### src/rtl/dataproc_mmio_pkg.sv
// Register map and bit positions for the pixel-pipeline MMIO control block.
package dataproc_mmio_pkg;

    localparam logic [7:0] OFF_CONTROL = 8'h00;
    localparam logic [7:0] OFF_STATUS  = 8'h04;
    localparam logic [7:0] OFF_PIXCNT  = 8'h08;
    localparam logic [7:0] OFF_OUTPUT  = 8'h0C;
    localparam logic [7:0] OFF_FRAMES  = 8'h10;
    localparam logic [7:0] OFF_LEVEL   = 8'h14;

    localparam int unsigned CTRL_START   = 0;
    localparam int unsigned CTRL_MODE_LO = 1;
    localparam int unsigned CTRL_MODE_HI = 2;
    localparam int unsigned CTRL_IRQ_EN  = 3;
    localparam int unsigned CTRL_CLEAR   = 4;

    localparam int unsigned STAT_BUSY   = 0;
    localparam int unsigned STAT_NEMPTY = 1;
    localparam int unsigned STAT_FULL   = 2;
    localparam int unsigned STAT_DONE   = 3;

endpackage

### src/rtl/dataproc_sync_fifo.sv
// Single-clock FIFO with flush; pushes are ignored while full, pops while empty.
module dataproc_sync_fifo #(
    parameter int unsigned WIDTH = 8,
    parameter int unsigned DEPTH = 16
) (
    input  logic                       clk,
    input  logic                       resetn,
    input  logic                       push,
    input  logic [WIDTH-1:0]           wdata,
    input  logic                       pop,
    input  logic                       flush,
    output logic [WIDTH-1:0]           rdata,
    output logic [$clog2(DEPTH):0]     level,
    output logic                       full,
    output logic                       empty
);
    localparam int unsigned AW = $clog2(DEPTH);
    localparam int unsigned LW = AW + 1;

    logic [WIDTH-1:0] mem_q [DEPTH];
    logic [AW-1:0]    wr_ptr_q, wr_ptr_d;
    logic [AW-1:0]    rd_ptr_q, rd_ptr_d;
    logic [LW-1:0]    level_q, level_d;
    logic             do_push, do_pop;

    assign full    = (level_q == LW'(DEPTH));
    assign empty   = (level_q == '0);
    assign do_push = push & ~full;
    assign do_pop  = pop & ~empty;
    assign rdata   = mem_q[rd_ptr_q];
    assign level   = level_q;

    always_comb begin
        wr_ptr_d = wr_ptr_q;
        rd_ptr_d = rd_ptr_q;
        level_d  = level_q;
        if (flush) begin
            wr_ptr_d = '0;
            rd_ptr_d = '0;
            level_d  = '0;
        end else begin
            if (do_push) wr_ptr_d = wr_ptr_q + AW'(1);
            if (do_pop)  rd_ptr_d = rd_ptr_q + AW'(1);
            level_d = level_q + LW'(do_push) - LW'(do_pop);
        end
    end

    always_ff @(posedge clk) begin
        if (!resetn) begin
            wr_ptr_q <= '0;
            rd_ptr_q <= '0;
            level_q  <= '0;
        end else begin
            wr_ptr_q <= wr_ptr_d;
            rd_ptr_q <= rd_ptr_d;
            level_q  <= level_d;
        end
    end

    // Storage needs no reset: contents are unreachable until pointers move.
    always_ff @(posedge clk) begin
        if (do_push) mem_q[wr_ptr_q] <= wdata;
    end

endmodule

### src/rtl/dataproc_mmio_ctrl.sv
// CPU-facing control/readback for data_proc: registers, output FIFO, pixel/frame counters, irq.
module dataproc_mmio_ctrl
    import dataproc_mmio_pkg::*;
#(
    parameter logic [31:0] BASE_ADDR  = 32'h0200_1000,
    parameter int unsigned PIX_W      = 8,
    parameter int unsigned FIFO_DEPTH = 16,
    parameter int unsigned IMAGE_SIZE = 1024
) (
    input  logic             clk,
    input  logic             resetn,
    input  logic             mem_valid,
    output logic             mem_ready,
    input  logic [3:0]       mem_wstrb,
    input  logic [31:0]      mem_addr,
    input  logic [31:0]      mem_wdata,
    output logic [31:0]      mem_rdata,
    input  logic             s_valid,
    output logic             s_ready,
    input  logic [PIX_W-1:0] s_pixel,
    output logic             proc_start,
    output logic [1:0]       proc_mode,
    output logic             irq
);
    localparam int unsigned LW = $clog2(FIFO_DEPTH) + 1;
    localparam int unsigned CW = $clog2(IMAGE_SIZE);

    logic          mem_ready_q, mem_ready_d;
    logic [31:0]   rdata_q, rdata_d;
    logic          start_q, start_d;
    logic [1:0]    mode_q, mode_d;
    logic          irq_en_q, irq_en_d;
    logic          done_q, done_d;
    logic          pop_pend_q, pop_pend_d;
    logic [CW-1:0] pix_cnt_q, pix_cnt_d;
    logic [31:0]   frames_q, frames_d;

    logic             in_window, is_wr, req, cmpl;
    logic [7:0]       off;
    logic             ctrl_wr, clear, w1c, xfer, frame_end;
    logic [PIX_W-1:0] fifo_rdata;
    logic [LW-1:0]    fifo_level;
    logic             fifo_full, fifo_empty;
    logic [31:0]      rd_val;
    logic             unused_ok;

    assign in_window = (mem_addr[31:8] == BASE_ADDR[31:8]);
    assign off       = mem_addr[7:0];
    assign is_wr     = |mem_wstrb;
    // Request cycle captures read data; completion cycle (mem_ready high) applies side effects.
    assign req       = mem_valid & in_window & ~mem_ready_q;
    assign cmpl      = mem_valid & in_window & mem_ready_q;
    assign ctrl_wr   = cmpl & is_wr & mem_wstrb[0] & (off == OFF_CONTROL);
    assign clear     = ctrl_wr & mem_wdata[CTRL_CLEAR];
    assign w1c       = cmpl & is_wr & mem_wstrb[0] & (off == OFF_STATUS) & mem_wdata[STAT_DONE];
    assign xfer      = s_valid & s_ready & ~clear;
    assign frame_end = xfer & (pix_cnt_q == CW'(IMAGE_SIZE - 1));
    assign unused_ok = ^mem_wdata[31:5];

    assign mem_ready  = mem_ready_q;
    assign mem_rdata  = rdata_q;
    assign proc_start = start_q;
    assign proc_mode  = mode_q;
    assign s_ready    = start_q & ~fifo_full;
    assign irq        = done_q & irq_en_q;

    dataproc_sync_fifo #(
        .WIDTH (PIX_W),
        .DEPTH (FIFO_DEPTH)
    ) u_fifo (
        .clk    (clk),
        .resetn (resetn),
        .push   (xfer),
        .wdata  (s_pixel),
        .pop    (pop_pend_q),
        .flush  (clear),
        .rdata  (fifo_rdata),
        .level  (fifo_level),
        .full   (fifo_full),
        .empty  (fifo_empty)
    );

    always_comb begin
        rd_val = '0;
        case (off)
            OFF_CONTROL: begin
                rd_val[CTRL_START]                 = start_q;
                rd_val[CTRL_MODE_HI:CTRL_MODE_LO]  = mode_q;
                rd_val[CTRL_IRQ_EN]                = irq_en_q;
            end
            OFF_STATUS: begin
                rd_val[STAT_BUSY]   = start_q | ~fifo_empty;
                rd_val[STAT_NEMPTY] = ~fifo_empty;
                rd_val[STAT_FULL]   = fifo_full;
                rd_val[STAT_DONE]   = done_q;
            end
            OFF_PIXCNT: rd_val = 32'(pix_cnt_q);
            OFF_OUTPUT: rd_val = fifo_empty ? 32'h0 : 32'({1'b1, fifo_rdata});
            OFF_FRAMES: rd_val = frames_q;
            OFF_LEVEL:  rd_val = 32'(fifo_level);
            default:    rd_val = '0;
        endcase
    end

    always_comb begin
        mem_ready_d = req;
        rdata_d     = (req & ~is_wr) ? rd_val : 32'h0;
        // Remember whether the read actually returned an entry, so a late push is never popped unseen.
        pop_pend_d  = req & ~is_wr & (off == OFF_OUTPUT) & ~fifo_empty;
        start_d     = start_q;
        mode_d      = mode_q;
        irq_en_d    = irq_en_q;
        pix_cnt_d   = pix_cnt_q;
        frames_d    = frames_q;
        done_d      = done_q;

        if (ctrl_wr) begin
            start_d  = mem_wdata[CTRL_START];
            mode_d   = mem_wdata[CTRL_MODE_HI:CTRL_MODE_LO];
            irq_en_d = mem_wdata[CTRL_IRQ_EN];
        end

        if (w1c) done_d = 1'b0;
        if (xfer) begin
            if (frame_end) begin
                pix_cnt_d = '0;
                frames_d  = frames_q + 32'd1;
                done_d    = 1'b1;
            end else begin
                pix_cnt_d = pix_cnt_q + CW'(1);
            end
        end

        if (clear) begin
            pix_cnt_d = '0;
            frames_d  = '0;
            done_d    = 1'b0;
        end
    end

    always_ff @(posedge clk) begin
        if (!resetn) begin
            mem_ready_q <= 1'b0;
            rdata_q     <= '0;
            pop_pend_q  <= 1'b0;
            start_q     <= 1'b0;
            mode_q      <= '0;
            irq_en_q    <= 1'b0;
            pix_cnt_q   <= '0;
            frames_q    <= '0;
            done_q      <= 1'b0;
        end else begin
            mem_ready_q <= mem_ready_d;
            rdata_q     <= rdata_d;
            pop_pend_q  <= pop_pend_d;
            start_q     <= start_d;
            mode_q      <= mode_d;
            irq_en_q    <= irq_en_d;
            pix_cnt_q   <= pix_cnt_d;
            frames_q    <= frames_d;
            done_q      <= done_d;
        end
    end

endmodule

### config.mk
export PLATFORM = sky130hd
export DESIGN_NAME = dataproc_mmio_ctrl
export DESIGN_NICKNAME = d
export VERILOG_FILES = /design/src/rtl/dataproc_mmio_pkg.sv /design/src/rtl/dataproc_sync_fifo.sv /design/src/rtl/dataproc_mmio_ctrl.sv
export SDC_FILE = /design/constraint.sdc
export NUM_CORES = 1
export LEC_CHECK = 0
export BUFFER_PORTS_ARGS = -buffer_cell sky130_fd_sc_hd__buf_4
export CORE_MARGIN = 3
export CORE_UTILIZATION = 31
export DETAILED_ROUTE_END_ITERATION = 10
export GPL_ROUTABILITY_DRIVEN = 0
export PLACE_DENSITY = 0.45
export SYNTH_ARGS = -nofsm -noshare
export SYNTH_HDL_FRONTEND = slang
export SYNTH_SLANG_ARGS = --single-unit
### constraint.sdc
create_clock -name clk -period 3.2 [get_ports clk]
set_input_delay 0 -clock clk [delete_from_list [all_inputs] [get_ports clk]]
set_output_delay 0 -clock clk [all_outputs]
set_load 0.005 [all_outputs]
==> impl_summary.md, run 1 <==
Pwr
Summed over all cells, the static leakage comes to 4.14 nW. Dividing total power by cell area gives a power density of 520 nW/um^2. The design draws 6.11 mW. IR analysis of the VDD net gives a maximum drop of 0.350 mV.

STA
Static timing analysis puts the maximum clock frequency at 348 MHz. The aggregate negative setup slack is 0 ns. Setup violations remaining at the end of the flow were counted as 0. The portion of the clock cycle consumed by the worst path in the final layout is 89.8%.

The normalized max-slew margin is 42.8%. Setup repair after global routing left no endpoint under its margin. For the pin with the worst max-slew slack, the measured transition is 0.855 ns.

The minimum clock period after layout is 2.87 ns. The worst clock skew is 0.00781 ns. The count of pins over their slew limit is 0. The final hold violation count is 0.

Route
After detailed routing, no signal wire sits above met4. In the final routed layout, each cell accounts on average for 18.2 um. The wire length on met1 is 10.7 mm.

The count of nets left with antenna violations after detail routing is 0. The total via count in the routed design is 6347. Dividing the detail-routed via count by the number of cells gives 4.92. Summed over all nets, wire length on met3 after detailed routing comes to 1.01 mm. The detailed-route wire length is 23.5 mm. The detailed router finished its first iteration with 376 violations. After detailed routing, the number of remaining DRC violations is 0. The length of the first detailed-routing pass in iterations is 4.

The length of routed met2 wiring is 11.4 mm.

Logic synthesis
The share of the synthesized area in the top cell type is 40.9%. The unique cell type count in the Yosys netlist is 45. Synthesis produced 752 cells. Counting instances in the post-synthesis netlist gives the leading cell types as 128 x sky130_fd_sc_hd__edfxtp_1, 98 x sky130_fd_sc_hd__dfxtp_1, 61 x sky130_fd_sc_hd__nor2_1. The number of warnings issued by yosys is 0. The total of flip-flops plus latches after synthesis is 226. The post-synthesis adder-cell area fraction is 1.95%. The proportion of synthesized chip area in sequential cells is 61.8%. The post-synthesis cell type with the largest combined area is sky130_fd_sc_hd__edfxtp_1. Among all cell types in the netlist, the one instantiated most often is sky130_fd_sc_hd__edfxtp_1. The average instance in the mapped netlist occupies 12.5 sq um. By area the synthesized netlist is led by sky130_fd_sc_hd__edfxtp_1 41%, sky130_fd_sc_hd__dfxtp_1 21%, sky130_fd_sc_hd__mux2i_1 4.8%.

For this run, the leading register cell type out of synthesis is sky130_fd_sc_hd__edfxtp_1. The compound-gate portion of the synthesized area is 5.54%. The net count after synthesis is 846. Counting flops with a built-in enable in the synthesized netlist gives 128.

After synthesis, the share of cell area in mux cells is 8.52%. The simple-gate share of the synthesized area is 15.8%. The netlist area before placement is 9390 sq um. The synthesized-area fraction occupied by xor and xnor cells is 4.01%.

The largest family of logic cells by synthesized area is simple AND/OR/NAND/NOR gates. The fraction of synthesis flops using an asynchronous set or reset pin is 0%.

Critical path
Data on the critical path arrives at its endpoint at 3.32 ns. The capturing element type of the critical path is a flip-flop. Along the worst path, the maximum fanout reaches 5.

The kind of start point of the critical path is an input pin. At the worst endpoint, the required time is 3.64 ns. Counting cells, the worst reg-to-reg path comes to 6.

The kind of critical path is input pin to flip-flop.

Global route
The via count of the first global-routing pass is 6562. The number of antenna violations at the first check in global routing is 0. The all-layer global routing usage is 14.2%. Summed over all layers, the global routing overflow is 0. Entering global routing, the biggest net connects 40 pins. The first global-routing pass estimated 37.2 mm of wire.

Clock network
The CTS H-tree depth is 1. The number of clock sinks is 226. The clock tree from TritonCTS is done.

CTS placed an instance of sky130_fd_sc_hd__clkbuf_16 at the clock tree root. The number of buffers on the longest clock path is 3. The clock input transition at the sequential cells of the worst setup and hold paths is 0.05 ns. TritonCTS created 26 clock buffers. The clock latency on the worst-skew pair is 0.52 ns.

Flow run
Max-cap violations in this run came to 0.

Die
Pin placement for this block handled 118 I/O pins. The floorplan step set the die height to 180 um. The floorplan step defined a die boundary enclosing 32400 sq um.

The initial core utilization is 31.6%. Measured along the x axis, the die boundary spans 180 um. The standard cell core area is 29700 sq um.

The count of standard-cell rows is 63.

Cells and area
The layout-stage area growth over the synthesis result is 25.2%. In the final design database the tool counted 975 nets. Cells with a size suffix above 1 make up 19.1% of the layout.

The diode insertion count for antenna repair is 0.

Min path
The worst min-delay path class is input pin to flip-flop. Counting instances, the worst hold path has a depth of 4.

Place
The total of buffers placed on input and output ports is 90. The half-perimeter wire length after detailed placement is 16.4 mm.

Status
The flow ran to the end, and the final reports show no timing, DRC or antenna violations.
logic make-up (layout without fill, tap and decap cells):
group	after synthesis	in the layout
compound gates	75	75
buf+inv	57	206
flops	226	226
xor+xnor	43	43
mux	61	61
simple gates	276	276
fa+ha+maj	14	14
routing by layer:
layer / up-vias / GRT usage, %
li1: 3069 / -
met1: 3108 / 19.2
met2: 139 / 24.0
met3: 31 / 2.40
met4: 0 / 2.95
met5: - / 0
where the power goes:
part           total, mW  switching [mW]  leakage, nW  internal, mW
registers           3.06  0.000000000389         1.94          3.06
clock network       2.92            1.12        0.425          1.80
logic              0.133          0.0641         1.78        0.0685
what timing repair did:
item	CTS	global route
setup buffers	0	0
hold buffers	33	0
endpoints found under the hold margin	150	0
setup endpoints to repair	0	1
resized for setup	0	2
per-stage QoR:
stage | area [sq um] | std cells | hold slack (ns) | util [%] | setup WS [ns]
2_1_floorplan | 9390 | 752 | 0.0989 | - | 0.420
3_3_place_gp | 10600 | 1210 | 0.268 | 35.5 | 0.308
3_5_place_dp | 10600 | 1210 | 0.273 | 35.5 | 0.300
4_1_cts | 11700 | 1291 | 0.0132 | 39.5 | 0.242
5_1_grt | 11800 | 1291 | 0.0493 | 39.6 | 0.0283
6_report | 11800 | 1291 | 0.0451 | 39.6 | 0.328
cell usage in the layout (no fill, tap or decap), types with 4 or more instances in the layout:
| cell | Yosys | layout |
|---|---|---|
| sky130_fd_sc_hd__or4_1 | 6 | 6 |
| sky130_fd_sc_hd__dfxtp_1 | 98 | 97 |
| sky130_fd_sc_hd__and2_1 | 13 | 13 |
| sky130_fd_sc_hd__dlygate4sd3_1 | 0 | 33 |
| sky130_fd_sc_hd__mux4_2 | 15 | 15 |
| sky130_fd_sc_hd__nand3_1 | 21 | 21 |
| sky130_fd_sc_hd__a22oi_1 | 18 | 18 |
| sky130_fd_sc_hd__o21ai_0 | 9 | 9 |
| sky130_fd_sc_hd__and4_1 | 4 | 4 |
| sky130_fd_sc_hd__nand4_1 | 19 | 19 |
| sky130_fd_sc_hd__clkbuf_8 | 0 | 4 |
| sky130_fd_sc_hd__a21oi_1 | 21 | 21 |
| sky130_fd_sc_hd__nand2_1 | 40 | 40 |
| sky130_fd_sc_hd__nor2b_1 | 11 | 11 |
| sky130_fd_sc_hd__nor4_1 | 23 | 21 |
| sky130_fd_sc_hd__inv_1 | 16 | 16 |
| sky130_fd_sc_hd__mux2i_1 | 45 | 45 |
| sky130_fd_sc_hd__clkbuf_16 | 0 | 27 |
| sky130_fd_sc_hd__xnor2_1 | 27 | 27 |
| sky130_fd_sc_hd__or3_1 | 4 | 4 |
| sky130_fd_sc_hd__nor4b_1 | 5 | 4 |
| sky130_fd_sc_hd__ha_1 | 13 | 13 |
| sky130_fd_sc_hd__nor2_1 | 61 | 61 |
| sky130_fd_sc_hd__and3_1 | 53 | 53 |
| sky130_fd_sc_hd__edfxtp_1 | 128 | 128 |
| sky130_fd_sc_hd__clkbuf_1 | 27 | 5 |
| sky130_fd_sc_hd__xor2_1 | 16 | 16 |
| sky130_fd_sc_hd__buf_4 | 0 | 109 |
| sky130_fd_sc_hd__a221oi_1 | 6 | 6 |
| sky130_fd_sc_hd__nor3_1 | 10 | 10 |
sequential cells by signal (all words and copies together), names as in the netlist, 2 cells and up, named ones only:
register and flops:
u_fifo.mem_q 128, frames_q 32, mem_rdata 32, pix_cnt_q 10
u_fifo.level 5, u_fifo.rd_ptr_q 4, u_fifo.wr_ptr_q 4, proc_mode 2
worst paths after layout:
path	end	slack [ns]	start
max reg2reg	mem_rdata[0]	0.35	flip-flop
min reg2reg	frames_q[31]	0.48	frames_q[31]
max	u_fifo.level[4]	0.33	mem_addr[22]
min	done_q	0.05	mem_wstrb[0]
area by class of cell:
type                    count  area (sq um)
clock inverters            10           103
fillers                  2790         18000
well taps                 390           488
repair buffers            142          1150
flip-flops and latches    226          5810
multi-input cells         469          3390
clock buffers              38           759
inverters                  16          60.1
worst max-delay path, stage by stage:
cell and delay, ns:
sky130_fd_sc_hd__dlygate4sd3_1 0.54, sky130_fd_sc_hd__buf_4 0.13, sky130_fd_sc_hd__nor3_1 0.11, sky130_fd_sc_hd__dlygate4sd3_1 0.56
sky130_fd_sc_hd__nand3_1 0.23, sky130_fd_sc_hd__nor4_2 0.33, sky130_fd_sc_hd__buf_4 0.16, sky130_fd_sc_hd__nor3_1 0.06
sky130_fd_sc_hd__ha_1 0.21, sky130_fd_sc_hd__inv_1 0.07, sky130_fd_sc_hd__fa_1 0.19, sky130_fd_sc_hd__inv_1 0.05
sky130_fd_sc_hd__a21oi_1 0.12, sky130_fd_sc_hd__nor2_1 0.07, sky130_fd_sc_hd__or3_1 0.34, sky130_fd_sc_hd__a21oi_1 0.14
(Power assumes the default switching activity.)
==> run 2: changes to the inputs <==
--- a/config.mk
+++ b/config.mk
@@ -5,7 +5,7 @@
 export SDC_FILE = /design/constraint.sdc
 export NUM_CORES = 1
 export LEC_CHECK = 0
-export BUFFER_PORTS_ARGS = -buffer_cell sky130_fd_sc_hd__buf_4
+export BUFFER_PORTS_ARGS = -buffer_cell sky130_fd_sc_hd__buf_2
 export CORE_MARGIN = 3
 export CORE_UTILIZATION = 31
 export DETAILED_ROUTE_END_ITERATION = 10
==> run 2 against run 1 <==
Effect of this change: via count is 1.1% lower; count of clock-buffer cells in the layout is 3 higher; sequential cell count stayed put; cell area is 2.1% lower; register-to-register slack better by 0.13 ns; hold slack worse by 0.026 ns; clock skew is 0.00088 ns higher; non-clock buffer count is 2 lower; routed wire length hardly changed; sequential share of layout area is 1.1 points higher; core utilization is 0.85 points lower; cell count is 0.23% lower.
==> impl_summary.md, run 2 (synthesized netlist as in run 1, its figures left out) <==
Cells and area
The most common cell after layout, fill and taps aside is sky130_fd_sc_hd__edfxtp_1 (unchanged). The share of final-layout standard cells stronger than drive strength 1 came to 19.4% (was 19.1%). The final instance count without filler cells was 1288 (was 1291). The layout-stage area growth over the synthesis result is 22.5% (was 25.2%). Most frequent cells in the layout: 128 x sky130_fd_sc_hd__edfxtp_1, 97 x sky130_fd_sc_hd__dfxtp_1, 90 x sky130_fd_sc_hd__buf_2, 61 x sky130_fd_sc_hd__nor2_1, 53 x sky130_fd_sc_hd__and3_1 (was 128 x sky130_fd_sc_hd__edfxtp_1, 109 x sky130_fd_sc_hd__buf_4, 97 x sky130_fd_sc_hd__dfxtp_1, 61 x sky130_fd_sc_hd__nor2_1, 53 x sky130_fd_sc_hd__and3_1).

The register with the most flip-flops is u_fifo.mem_q (unchanged). The post-layout net count came to 973 (was 975). The flip-flop count of the largest register after layout is 128 (unchanged). The diode insertion count for antenna repair is 0 (unchanged).

Place
The post-place setup slack is 0.344 ns (was 0.300 ns). The total of buffers placed on input and output ports is 90 (unchanged). The half-perimeter wire length after detailed placement is 16.0 mm (was 16.4 mm). The number of cells in the design after placement is 1212 (was 1210).

Global route
The via count of the first global-routing pass was 6173 (was 6562). The number of antenna violations at the first check in global routing is 0 (unchanged). The first-pass GRT wire length is 36.6 mm (was 37.2 mm). The all-layer global routing usage was 14.2% (about the same). The global route total overflow is 0 (unchanged). The maximum number of pins on one net before global-route repair was 35 (was 40).

Critical path
The data required time at the worst endpoint is 3.65 ns (was 3.64 ns). The worst flop-to-flop path endpoint was u_fifo.level[4] (was mem_rdata[0]). The capturing element type of the critical path is a flip-flop (unchanged). The kind of critical path is flip-flop to flip-flop (was input pin to flip-flop). The endpoint arrival time on the critical path is 3.17 ns (was 3.32 ns).

The worst reg-to-reg setup slack is 0.48 ns (was 0.35 ns). The number of cells traversed by the worst register-to-register path is 14 (was 6). The kind of start point of the critical path is a flip-flop (was input pin).

The start of the worst register-to-register path is u_fifo.level[3]. The critical-path maximum fanout is 5 (unchanged).

STA
The worst clock skew is 0.00869 ns (was 0.00781 ns). The actual transition at the worst max-transition pin is 0.785 ns (was 0.855 ns). The portion of the clock cycle consumed by the worst path in the final layout is 84.9% (was 89.8%). The final hold violation count is 0 (unchanged). Unrepaired setup endpoints after global routing: no (unchanged). The fmax is 368 MHz (was 348 MHz).

The final worst-path setup slack is 0.483 ns (was 0.328 ns). The minimum clock period after layout is 2.72 ns (was 2.87 ns). The count of pins over their slew limit is 0 (unchanged). The aggregate negative setup slack is 0 ns (unchanged).

The total of endpoints with negative setup slack in the final report is 0 (unchanged). The normalized max-slew margin was 47.6% (was 42.8%).

Die
The area enclosed by the die boundary came to 32400 sq um (unchanged). The initial core utilization is 31.6% (unchanged). The standard cell core area is 29700 sq um (unchanged). The number of primary I/O pins is 118 (unchanged). The chip height came to 180 um (unchanged). The count of standard-cell rows is 63 (unchanged).

The horizontal die dimension is 180 um (unchanged).

Clock network
The clock latency on the worst-skew pair was 0.52 ns (about the same). The number of gates resized after CTS is 0 (unchanged). The CTS buffer count was 26 (unchanged). The setup fix buffers added after clock tree synthesis was 0 (unchanged). The CTS H-tree depth was 1 (unchanged).

The clock tree root buffer cell is sky130_fd_sc_hd__clkbuf_16 (unchanged). The number of buffers on the longest clock path is 3 (unchanged). The clock input transition at the sequential cells of the worst setup and hold paths is 0.06 ns (was 0.05 ns). The number of clock sinks came to 226 (unchanged). The clock tree from TritonCTS is done (unchanged).

Route
The routed wire length per instance is 18.2 um (about the same). The total via count in the routed design is 6276 (was 6347). The detailed-route wire length came to 23.4 mm (was 23.5 mm). The length of the first detailed-routing pass in iterations is 4 (unchanged).

The iteration-0 DRC count of the detailed router came to 399 (was 376). The via-per-instance ratio is 4.87 (was 4.92). The count of nets left with antenna violations after detail routing was 0 (unchanged). The count of unresolved DRC violations after routing is 0 (unchanged).

Flow run
The number of max-capacitance violations reported is 0 (unchanged).

Pwr
The overall power consumption is 6.09 mW (was 6.11 mW). The worst IR drop on VDD is 0.368 mV (was 0.350 mV). The power density over the cells is 529 nW/um^2 (was 520 nW/um^2). The leakage power was 4.10 nW (was 4.14 nW).

Status
Outcome: finished clean (unchanged).

Min path
The worst min-delay path endpoint is mem_rdata[2] (was done_q). The startpoint of the tightest hold check path is mem_addr[4] (was mem_wstrb[0]). The depth of the worst hold-timing path came to 4 (unchanged).

The worst min-delay path class is input pin to flip-flop (unchanged).
run 2: cell types whose count changed in the layout (fill, tap and decap cells not counted), moves of 2 or more:
cell / before / now
sky130_fd_sc_hd__buf_4: 109 / 20
sky130_fd_sc_hd__clkbuf_8: 4 / 6
sky130_fd_sc_hd__dlygate4sd3_1: 33 / 29
sky130_fd_sc_hd__buf_2: 0 / 90
sky130_fd_sc_hd__clkinv_1: 3 / 0
run 2: what timing repair did:
item / CTS / global route
hold buffers: 29 / 0
endpoints found under the hold margin: 141 / 0
setup endpoints to repair: 0 / 0
run 2: through the flow:
step	area, sq um	hold WS [ns]	util, %
5_1_grt	11500	0.0601	38.7
6_report	11500	0.0190	38.7
2_1_floorplan	9390	0.0989	-
3_5_place_dp	10400	0.260	34.8
4_1_cts	11500	0.00298	38.7
3_3_place_gp	10400	0.254	34.8
run 2: worst max-delay path by stage:
stage                    startpoint         endpoint  slack, ns  cells after the start
floorplan               mem_addr[1]  u_fifo.level[4]       0.42                     13
global placement        mem_addr[1]  u_fifo.level[4]       0.30                     14
detailed placement      mem_addr[1]  u_fifo.level[4]       0.34                     14
CTS                       flip-flop     mem_rdata[0]       0.40                      8
global route        u_fifo.level[3]  u_fifo.level[4]       0.17                     14
finish              u_fifo.level[3]  u_fifo.level[4]       0.48                     14
run 2: where the power goes:
part	switching [mW]	leakage, nW	internal, mW	total (mW)
clock	1.14	0.431	1.78	2.91
sequential	0.000000000463	1.94	3.06	3.06
combinational	0.0603	1.73	0.0480	0.108
run 2: worst max-delay path, cell delays in order, from the launching register on:
cell and delay, ns:
sky130_fd_sc_hd__dfxtp_1 0.33, sky130_fd_sc_hd__inv_1 0.08, sky130_fd_sc_hd__ha_1 0.17, sky130_fd_sc_hd__nor4b_1 0.34, sky130_fd_sc_hd__nor2b_1 0.21, sky130_fd_sc_hd__ha_1 0.32, sky130_fd_sc_hd__inv_1 0.04, sky130_fd_sc_hd__ha_1 0.21
sky130_fd_sc_hd__inv_1 0.07, sky130_fd_sc_hd__fa_1 0.20, sky130_fd_sc_hd__inv_1 0.05, sky130_fd_sc_hd__a21oi_1 0.11, sky130_fd_sc_hd__nor2_1 0.06, sky130_fd_sc_hd__or3_1 0.34, sky130_fd_sc_hd__a21oi_1 0.13
run 2: metal layers:
layer | vias up | share of wire [%] | track usage (%)
met1 | 3070 | 46 | 19.3
met5 | - | 0 | 0
li1 | 3074 | - | -
met2 | 101 | 48 | 24.0
met4 | 0 | 1.7 | 2.92
met3 | 31 | 4.0 | 2.32
run 2: area by class of cell:
class                      count  area [sq um]
fill                        2873         18200
clock buffer                  41           792
inverter                      16          60.1
sequential                   226          5810
multi-input combinational    469          3380
clock inverter                 6          67.6
tap                          390           488
timing repair buffer         140           911
==> run 3: changes to the inputs <==
==> constraint.sdc (replaced) <==
create_clock -name clk -period 2.7 [get_ports clk]
set_input_delay 0 -clock clk [delete_from_list [all_inputs] [get_ports clk]]
set_output_delay 0 -clock clk [all_outputs]
set_load 0.005 [all_outputs]
==> run 3 against run 2 <==
Effect of this change: via count down 0.24%; fmax up 12%; cell area up 0.39%; global-route usage up 0.067 points; register-to-register slack worse by 0.22 ns; core utilization up 0.15 points; largest power group unchanged; clock skew up 0.0043 ns; highest routed layer unchanged; routed wire length up 0.23%; critical endpoint unchanged; non-clock buffer count up 13; clock power up 11%.
==> impl_summary.md, run 3 (synthesized netlist as in run 1, its figures left out) <==
Status
Outcome: finished clean (unchanged).

STA
The count of pins over their slew limit is 0 (unchanged). The normalized max-slew margin came to 47.9% (was 47.6%). The portion of the clock cycle consumed by the worst path in the final layout is 90.1% (was 84.9%).

Unrepaired setup endpoints after global routing: no (unchanged). The actual transition at the worst max-transition pin is 0.781 ns (was 0.785 ns). The minimum clock period after layout is 2.43 ns (was 2.72 ns). The final hold violation count came to 0 (unchanged).

The total of endpoints with negative setup slack in the final report is 0 (unchanged). The worst clock skew was 0.0129 ns (was 0.00869 ns). The fmax is 411 MHz (was 368 MHz). The aggregate negative setup slack came to 0 ns (unchanged).

Cells and area
The layout filler cell count is 2858 (was 2873). The most common cell after layout, fill and taps aside is sky130_fd_sc_hd__edfxtp_1 (unchanged). The register with the most flip-flops is u_fifo.mem_q (unchanged). The post-layout net count came to 985 (was 973). The layout-stage area growth over the synthesis result came to 23.0% (was 22.5%).

The flip-flop count of the largest register after layout is 128 (unchanged). The diode insertion count for antenna repair is 0 (unchanged). Most frequent cells in the layout: 128 x sky130_fd_sc_hd__edfxtp_1, 97 x sky130_fd_sc_hd__dfxtp_1, 90 x sky130_fd_sc_hd__buf_2, 61 x sky130_fd_sc_hd__nor2_1, 53 x sky130_fd_sc_hd__and3_1 (unchanged). The share of final-layout standard cells stronger than drive strength 1 is 20.3% (was 19.4%).

The final instance area is 11500 sq um (about the same).

Min path
The worst min-delay path endpoint is pix_cnt_q[1] (was mem_rdata[2]). The worst min-delay path class is input pin to flip-flop (unchanged). The startpoint of the tightest hold check path is s_valid (was mem_addr[4]). The depth of the worst hold-timing path is 4 (unchanged).

Clock network
The number of clock sinks is 226 (unchanged). The setup fix buffers added after clock tree synthesis was 0 (unchanged). The number of buffers on the longest clock path is 3 (unchanged). The clock input transition at the sequential cells of the worst setup and hold paths came to 0.06 ns (about the same). The CTS buffer count is 25 (was 26).

The clock tree root buffer cell was sky130_fd_sc_hd__clkbuf_16 (unchanged). The clock latency on the worst-skew pair came to 0.51 ns (was 0.52 ns). The clock tree from TritonCTS is done (unchanged).

The CTS H-tree depth was 1 (unchanged).

Critical path
The worst reg-to-reg setup slack is 0.27 ns (was 0.48 ns). The kind of critical path was flip-flop to flip-flop (unchanged). The kind of start point of the critical path is a flip-flop (unchanged). The endpoint arrival time on the critical path was 2.87 ns (was 3.17 ns). The start of the worst register-to-register path is u_fifo.level[3] (unchanged). The worst flop-to-flop path endpoint is u_fifo.level[4] (unchanged). The capturing element type of the critical path is a flip-flop (unchanged). The data required time at the worst endpoint was 3.14 ns (was 3.65 ns).

The launching instance or port of the critical path is u_fifo.level[3] (unchanged). The critical-path maximum fanout was 3 (was 5). The number of cells traversed by the worst register-to-register path came to 14 (unchanged).

Route
The count of unresolved DRC violations after routing is 0 (unchanged). The iteration-0 DRC count of the detailed router is 334 (was 399). The detailed-route wire length was 23.5 mm (was 23.4 mm).

The count of nets left with antenna violations after detail routing is 0 (unchanged). The length of the first detailed-routing pass in iterations is 4 (unchanged). The routed wire length per instance is 18.1 um (was 18.2 um). The via-per-instance ratio is 4.82 (was 4.87). The total via count in the routed design is 6261 (was 6276).

Pwr
The worst IR drop on VDD is 0.365 mV (was 0.368 mV). The leakage power was 4.13 nW (was 4.10 nW). The power density over the cells is 605 nW/um^2 (was 529 nW/um^2).

Global route
The number of antenna violations at the first check in global routing is 0 (unchanged). The via count of the first global-routing pass came to 6407 (was 6173). The maximum number of pins on one net before global-route repair came to 40 (was 35). The first-pass GRT wire length came to 37.0 mm (was 36.6 mm).

The global route total overflow is 0 (unchanged). The all-layer global routing usage is 14.2% (about the same).

Die
The standard cell core area came to 29700 sq um (unchanged). The initial core utilization is 31.6% (unchanged). The number of primary I/O pins came to 118 (unchanged). The count of standard-cell rows is 63 (unchanged). The chip height was 180 um (unchanged). The area enclosed by the die boundary is 32400 sq um (unchanged). The horizontal die dimension was 180 um (unchanged).

Flow run
The number of max-capacitance violations reported is 0 (unchanged).

Place
The half-perimeter wire length after detailed placement came to 16.2 mm (was 16.0 mm). The placement-stage cell area came to 10500 sq um (was 10400 sq um). The total of buffers placed on input and output ports is 90 (unchanged).
## run 3: changes by cell type in the layout (fill, tap and decap cells not counted), moves of 2 or more
cell | previous run | this run
sky130_fd_sc_hd__clkinv_1 | 0 | 2
sky130_fd_sc_hd__clkbuf_2 | 3 | 1
sky130_fd_sc_hd__clkbuf_16 | 27 | 25
sky130_fd_sc_hd__clkbuf_8 | 6 | 4
sky130_fd_sc_hd__clkbuf_1 | 5 | 7
sky130_fd_sc_hd__buf_4 | 20 | 33
## run 3: routing by layer
metal | share of wire (%) | track usage, %
met5 | 0 | 0
met1 | 47 | 19.7
met4 | 2.8 | 4.02
met2 | 46 | 23.3
met3 | 3.5 | 2.28
## run 3: worst max-delay path, cell delays in order, from the launching register on
cell                      delay, ns
sky130_fd_sc_hd__dfxtp_1       0.33
sky130_fd_sc_hd__inv_1         0.08
sky130_fd_sc_hd__ha_2          0.19
sky130_fd_sc_hd__nor4b_4       0.21
sky130_fd_sc_hd__nor2b_1       0.10
sky130_fd_sc_hd__ha_1          0.28
sky130_fd_sc_hd__inv_1         0.04
sky130_fd_sc_hd__ha_1          0.20
sky130_fd_sc_hd__inv_1         0.07
sky130_fd_sc_hd__fa_1          0.20
sky130_fd_sc_hd__inv_1         0.05
sky130_fd_sc_hd__a21oi_1       0.11
sky130_fd_sc_hd__nor2_1        0.06
sky130_fd_sc_hd__or3_1         0.34
sky130_fd_sc_hd__a21oi_1       0.13
## run 3: stage by stage
| step | hold WS (ns) | util (%) | cells | setup WS, ns | total power, mW |
|---|---|---|---|---|---|
| 2_1_floorplan | 0.0989 | - | 752 | 0.0715 | 3.74 |
| 3_3_place_gp | 0.256 | 35.3 | 1226 | 0.0726 | 3.82 |
| 3_5_place_dp | 0.255 | 35.3 | 1226 | 0.0584 | 3.82 |
| 4_1_cts | 0.0233 | 38.8 | 1298 | 0.0721 | 7.09 |
| 5_1_grt | 0.0802 | 38.9 | 1298 | 0.00187 | 7.24 |
| 6_report | 0.0288 | 38.9 | 1298 | 0.266 | 6.99 |
## run 3: layout make-up
cell class	count	area, sq um	share of cell area [%]
sequential	226	5810	50.3
multi-input combinational	469	3400	29.5
timing repair buffer	153	1020	8.82
clock buffer	37	712	6.16
tap	390	488	4.22
clock inverter	7	61.3	0.531
inverter	16	60.1	0.520
## run 3: worst max-delay path by stage
stage	slack [ns]	depth (start not counted)	end
6_report	0.27	14	u_fifo.level[4]
5_1_grt	0.002	14	u_fifo.level[4]
4_1_cts	0.07	14	u_fifo.level[4]
3_5_place_dp	0.06	14	u_fifo.level[4]
3_3_place_gp	0.07	14	u_fifo.level[4]
2_1_floorplan	0.07	13	u_fifo.level[4]
## run 3: where the power goes
part           total, mW  leakage [nW]  internal [mW]   switching, mW
clock               3.22         0.382           1.91            1.31
combinational      0.136          1.81         0.0614          0.0748
sequential          3.63          1.94           3.63  0.000000000455
total               6.99          4.13           5.60            1.39
## run 3: timing repair
item | in CTS | in global routing
endpoints found under the setup margin | 0 | 1
hold buffers | 28 | 0
gates resized for setup | 0 | 3
endpoints found under the hold margin | 140 | 0
